--- src/rtl/yuv_ctrl.sv ---
// yuv_ctrl: sequences the shared multiply/add RGB-to-YUV datapath, one pixel per 12 cycles.
// Optional schedule stall input `hold` is compiled in with YUV_CTRL_HOLD_EN.
module yuv_ctrl #(
   parameter int FRAME_PIXELS = 64,
   parameter int CNT_W        = 16
) (
   input  logic        clk,
   input  logic        rst_n,
`ifdef YUV_CTRL_HOLD_EN
   input  logic        hold,
`endif
   input  logic        in_valid,
   output logic        in_ready,
   output logic [21:0] control,
   output logic        done,
   output logic        out_valid,
   output logic        frame_done,
   output logic        busy
);

   typedef enum logic [3:0] {
      IDLE, T1, T2, T3, T4, T5, T6, T7, T8, T9, T10, T11, DONE
   } state_t;

   localparam logic [CNT_W-1:0] LAST      = CNT_W'(FRAME_PIXELS - 1);
   localparam logic [21:0]      LOAD_WORD = 22'h380000;

   state_t           state;
   logic [CNT_W-1:0] count;
   logic             hold_int;
   logic             stall;
   logic             accept;
   logic [21:0]      step_cw;
   logic [2:0]       prev_addr;

`ifdef YUV_CTRL_HOLD_EN
   assign hold_int = hold;
`else
   assign hold_int = 1'b0;
`endif

   // Field order: loads R1..R6, ROM addr, M1, M2, M3, M4, M5, M6, M7, M8, M9.
   function automatic logic [21:0] cw(input logic [5:0] ld, input logic [2:0] addr,
                                      input logic [1:0] m1, input logic [1:0] m2,
                                      input logic [1:0] m3, input logic m4,
                                      input logic [1:0] m5, input logic m6,
                                      input logic m7, input logic m8, input logic m9);
      return {ld, addr, m1, m2, m3, m4, m5, m6, m7, m8, m9};
   endfunction

   // prev_addr is what the previous step issued; re-issuing it keeps the ROM output valid during a stall.
   always_comb begin
      step_cw   = '0;
      prev_addr = 3'd0;
      case (state)
         T1:  begin step_cw = cw(6'b000100, 3'd3, 2'd2, 2'd0, 2'd0, 1'b0, 2'd0, 1'b0, 1'b0, 1'b0, 1'b0); prev_addr = 3'd0; end
         T2:  begin step_cw = cw(6'b000010, 3'd5, 2'd2, 2'd0, 2'd0, 1'b0, 2'd0, 1'b0, 1'b0, 1'b0, 1'b0); prev_addr = 3'd3; end
         T3:  begin step_cw = cw(6'b000001, 3'd1, 2'd2, 2'd0, 2'd0, 1'b0, 2'd0, 1'b0, 1'b0, 1'b0, 1'b0); prev_addr = 3'd5; end
         T4:  begin step_cw = cw(6'b100010, 3'd4, 2'd1, 2'd0, 2'd3, 1'b1, 2'd0, 1'b0, 1'b0, 1'b0, 1'b0); prev_addr = 3'd1; end
         T5:  begin step_cw = cw(6'b000110, 3'd6, 2'd1, 2'd2, 2'd3, 1'b0, 2'd0, 1'b0, 1'b1, 1'b0, 1'b0); prev_addr = 3'd4; end
         T6:  begin step_cw = cw(6'b100010, 3'd2, 2'd1, 2'd3, 2'd3, 1'b1, 2'd0, 1'b0, 1'b0, 1'b0, 1'b0); prev_addr = 3'd6; end
         T7:  begin step_cw = cw(6'b000011, 3'd5, 2'd0, 2'd1, 2'd0, 1'b0, 2'd0, 1'b0, 1'b0, 1'b0, 1'b1); prev_addr = 3'd2; end
         T8:  begin step_cw = cw(6'b010010, 3'd7, 2'd0, 2'd2, 2'd3, 1'b0, 2'd2, 1'b0, 1'b0, 1'b0, 1'b0); prev_addr = 3'd5; end
         T9:  begin step_cw = cw(6'b100010, 3'd0, 2'd0, 2'd3, 2'd3, 1'b1, 2'd0, 1'b0, 1'b0, 1'b0, 1'b0); prev_addr = 3'd7; end
         T10: begin step_cw = cw(6'b000001, 3'd0, 2'd0, 2'd1, 2'd0, 1'b0, 2'd0, 1'b0, 1'b0, 1'b0, 1'b1); prev_addr = 3'd0; end
         T11: begin step_cw = cw(6'b001000, 3'd0, 2'd0, 2'd0, 2'd0, 1'b0, 2'd0, 1'b1, 1'b0, 1'b0, 1'b0); prev_addr = 3'd0; end
         default: begin step_cw = '0; prev_addr = 3'd0; end
      endcase
   end

   assign stall    = hold_int && (state != IDLE);
   assign in_ready = rst_n && !hold_int && ((state == IDLE) || (state == DONE));
   assign accept   = in_ready && in_valid;
   assign done     = (state == DONE) && !stall;
   assign busy     = (state != IDLE);

   always_comb begin
      control = '0;
      if (accept)
         control = LOAD_WORD;
      else if (stall)
         control = {6'b000000, prev_addr, step_cw[12:0]};
      else
         control = step_cw;
   end

   always_ff @(posedge clk or negedge rst_n) begin
      if (!rst_n) begin
         state      <= IDLE;
         count      <= '0;
         out_valid  <= 1'b0;
         frame_done <= 1'b0;
      end else begin
         out_valid  <= done;
         frame_done <= done && (count == LAST);
         if (done)
            count <= (count == LAST) ? '0 : count + 1'b1;
         if (accept)
            state <= T1;
         else if (!stall) begin
            case (state)
               IDLE:    state <= IDLE;
               T11:     state <= DONE;
               DONE:    state <= IDLE;
               default: state <= state_t'(state + 4'd1);
            endcase
         end
      end
   end

endmodule

--- config.mk ---
export PLATFORM = sky130hd
export DESIGN_NAME = yuv_ctrl
export DESIGN_NICKNAME = d
export VERILOG_FILES = /design/src/rtl/yuv_ctrl.sv
export SDC_FILE = /design/constraint.sdc
export NUM_CORES = 1
export LEC_CHECK = 0
export CAP_MARGIN = 20
export CORE_UTILIZATION = 50
export DETAILED_ROUTE_END_ITERATION = 12
export GPL_ROUTABILITY_DRIVEN = 0
export HOLD_SLACK_MARGIN = 0.12
export PLACE_DENSITY_LB_ADDON = 0.25
export RECOVER_POWER = 25
export SLEW_MARGIN = 20
export SYNTH_ARGS = -nofsm -noshare
export SYNTH_HDL_FRONTEND = slang
export SYNTH_SLANG_ARGS = --single-unit
--- constraint.sdc ---
create_clock -name clk -period 2.6 [get_ports clk]
set_input_delay 0.39 -clock clk [delete_from_list [all_inputs] [get_ports clk]]
set_output_delay 0.39 -clock clk [all_outputs]
set_load 0.1 [all_outputs]
==> results.md <==
- Outcome: complete, no violations
- IO Port Bufs: 27
- Synth Area in XOR/XNOR: 0.0902
- Peak Freq: 409 MHz
- Area Growth Syn to Fin: 49.7%
- Core area: 2520 sq um
- CTS tree: built
- Mapped Area: 1360 sq um
- # IOs: 30
- Capturing point of the worst reg2reg path: count[10]$_DFFE_PN0P_
- Worst-path cell with the longest stage delay: dfrtp_2
- Average cell area after synthesis: 8.83 sq um
- Global-route wire length before repair: 4.86 mm
- Area fraction of the dominant cell type after synthesis: 0.405
- Area post-placement: 2010 sq um
- Clk_skew: 1.97 ps
- H-tree Lvls: 1
- Starting Density: 0.539
- Worst EP arrival: 2050 ps
- Critical path endpoint category: primary output
- WHS: 489 ps
- Cell Rows: 18
- Clk Tree Root Cell: clkbuf_4
- Dpl ws: 317 ps
- Final hold vios: 0
- Grt total ovfl: 0
- FILL cells: 165
- GRT Overall Usage: 0.239
- Synth Area in Simple Gates: 0.269
- Post-detail-place hpwl: 2.44 mm
- Startpoint types: register
- Vias in the first global route: 1,090
- Worst-margin pin slew: 1100 ps
- Post-placement cell count: 209
- # hold bufs at CTS: 0
- Cell taking the most area after synthesis: dfrtp_1
- Compound-Gate Fraction of Synth Area: 0.100
- Hold Crit Endpoint: count[15]$_DFFE_PN0P_
- Fin area: 2040 sq um
- Fin cells: 213
- Die width: 54.2 um
- RSZ-0062 raised after global routing: no
- Die height: 54.2 um
- Fin crit period: 2440 ps
- Worst-path fanout max: 9
- Synthesized-area fraction occupied by adder cells: 0.0828
- Synth Flop Type: dfrtp_1
- Reg2reg setup slack: 460 ps
- Top-count cell post-synth: dfrtp_1
- Setup ws final: 158 ps
- Total CTS buffers: 3
- Crit path largest cell delay: 490 ps
- Iteration count of the initial detailed-routing pass: 4
- Yosys warnings: 0
- Largest net degree at the start of global routing: 23
- Hold WC Path Type: reg2reg
- Reg2reg start: state[0]$_DFF_PN0_
- Sequential cell area: 553 sq um
- Post-synthesis mux area share: 0
- Cells after synthesis: 154
- Area of the multi-input gates: 882 sq um
- WP data required: 2210 ps
- Final worst-path cycle share: 0.939
- Die ar.: 2930 sq um
- Total wire length: 3.06 mm
- Detail Route Antenna Nets: 0
- Yosys reg bits: 22
- Final nets: 196
- EDFF count, synth: 0
- Main combinational cell family by area after synthesis: simple AND/OR/NAND/NOR gates
- Crit-path cells: inv_2, ha_4, nand2_4, nor3_4, and2_1, buf_6, nor2_4, buf_12
- Seq/Total Area, Yosys: 0.405
- HP Start: count[15]$_DFFE_PN0P_
- ANT cells: 0
- Synth unique cells: 35
- Routed vias: 1,192
- Max Cap Viol: 0
- Hold Crit Depth: 1
- CP Class: reg2out
- CTS Sinks: 22
- DR vias/cell: 5.60
- Final slew viol count: 0
- Async S/R FF share, synth: 1.00
- Avg WL per Cell: 14.4 um
- Final Setup Violations: 0
- Antenna violations before repair: 0
- Max_slew headroom: 0.264
- Synth top cells by count: 22 x dfrtp_1, 21 x nand2_1, 13 x xnor2_1
- Clk slew on worst S/H paths: 110 ps
- Residual DRC: 0
- Clock Latency Late Sink: 310 ps
- Clock tree buffer depth: 2
- R2R depth: 6
- 1st-iter DRT viols: 37
- Share of layout cells above drive strength 1: 0.311
- Main area contributors after synthesis: dfrtp_1 40%, xnor2_1 8.4%, ha_1 8.3%
-- flip-flops by register name (all words and copies together) (netlist names) --
| name | count |
|---|---|
| frame_done | 1 |
| out_valid | 1 |
| state | 4 |
| count | 16 |
-- logic make-up (layout without fill, tap and decap cells) --
logic type,after synthesis,after routing
flip-flops,22,22
other,1,2
buffers and inverters,15,43
XOR/XNOR,14,14
adder cells (fa/ha/maj),9,9
AO/OA/AOI/OAI,24,24
AND/OR/NAND/NOR,69,69
-- stage by stage --
stage / utilization / TNS (ps)
6_report: 0.807 / 0
5_1_grt: 0.807 / 0
4_1_cts: 0.807 / 0
3_5_place_dp: 0.797 / 0
3_3_place_gp: 0.797 / 0
2_1_floorplan: - / -1820
-- cell usage in the layout, fill, tap and decap left out, types with 2 or more instances in the layout --
cell / synthesis / layout
clkbuf_4: 0 / 3
nand3_1: 5 / 5
a21o_1: 2 / 2
nor2b_1: 5 / 5
nand4_1: 5 / 5
inv_1: 7 / 5
nor2_4: 0 / 5
and2_1: 2 / 2
a21oi_4: 0 / 3
a21oi_1: 8 / 5
xnor2_1: 13 / 13
buf_12: 0 / 21
dfrtp_1: 22 / 20
nand2_1: 21 / 19
clkbuf_1: 4 / 2
nor3_4: 1 / 2
o21ai_0: 7 / 4
nor2_1: 11 / 6
ha_1: 9 / 8
dfrtp_2: 0 / 2
buf_4: 3 / 7
conb_1: 1 / 2
nand2b_1: 6 / 5
or4_1: 2 / 2
o21ai_1: 2 / 4
nor3_1: 4 / 3
-- worst max-delay path: cells and delay by family, from the launching register on --
kind                       cells  cell delay (ps)
DFF                            1              490
adders and majority gates      1              200
buffers and inverters          3              510
and+or+nand+nor                4              540
-- metal layers --
metal | GRT usage | up-vias | share of wire
li1 | - | 571 | -
met1 | 0.300 | 579 | 0.42
met2 | 0.398 | 37 | 0.52
met3 | 0.0621 | 5 | 0.054
met4 | 0.0726 | 0 | 0.0098
met5 | 0 | - | 0
-- final cells by class --
type / instances / area share
multi-input cells: 118 / 0.433
clock buffers: 4 / 0.0129
inverters: 7 / 0.0141
flip-flops and latches: 22 / 0.272
repair buffers: 32 / 0.250
well taps: 30 / 0.0184
-- worst max path at each step --
stage          cells after the start  slack (ps)               start           to
2_1_floorplan                      7        -360  state[1]$_DFF_PN0_  control[19]
3_3_place_gp                       7         320               rst_n  control[12]
3_5_place_dp                       7         320               rst_n  control[12]
4_1_cts                            8         100  state[0]$_DFF_PN0_  control[12]
5_1_grt                            8          30  state[0]$_DFF_PN0_  control[12]
6_report                           8         160  state[0]$_DFF_PN0_  control[15]
-- timing repair --
item	in CTS	in global routing
resized for setup	0	1
setup buffers	0	0
setup endpoints to repair	0	6
Power is not shown: default switching activity piles up to over one toggle a cycle in this logic, so the estimate is an artifact.
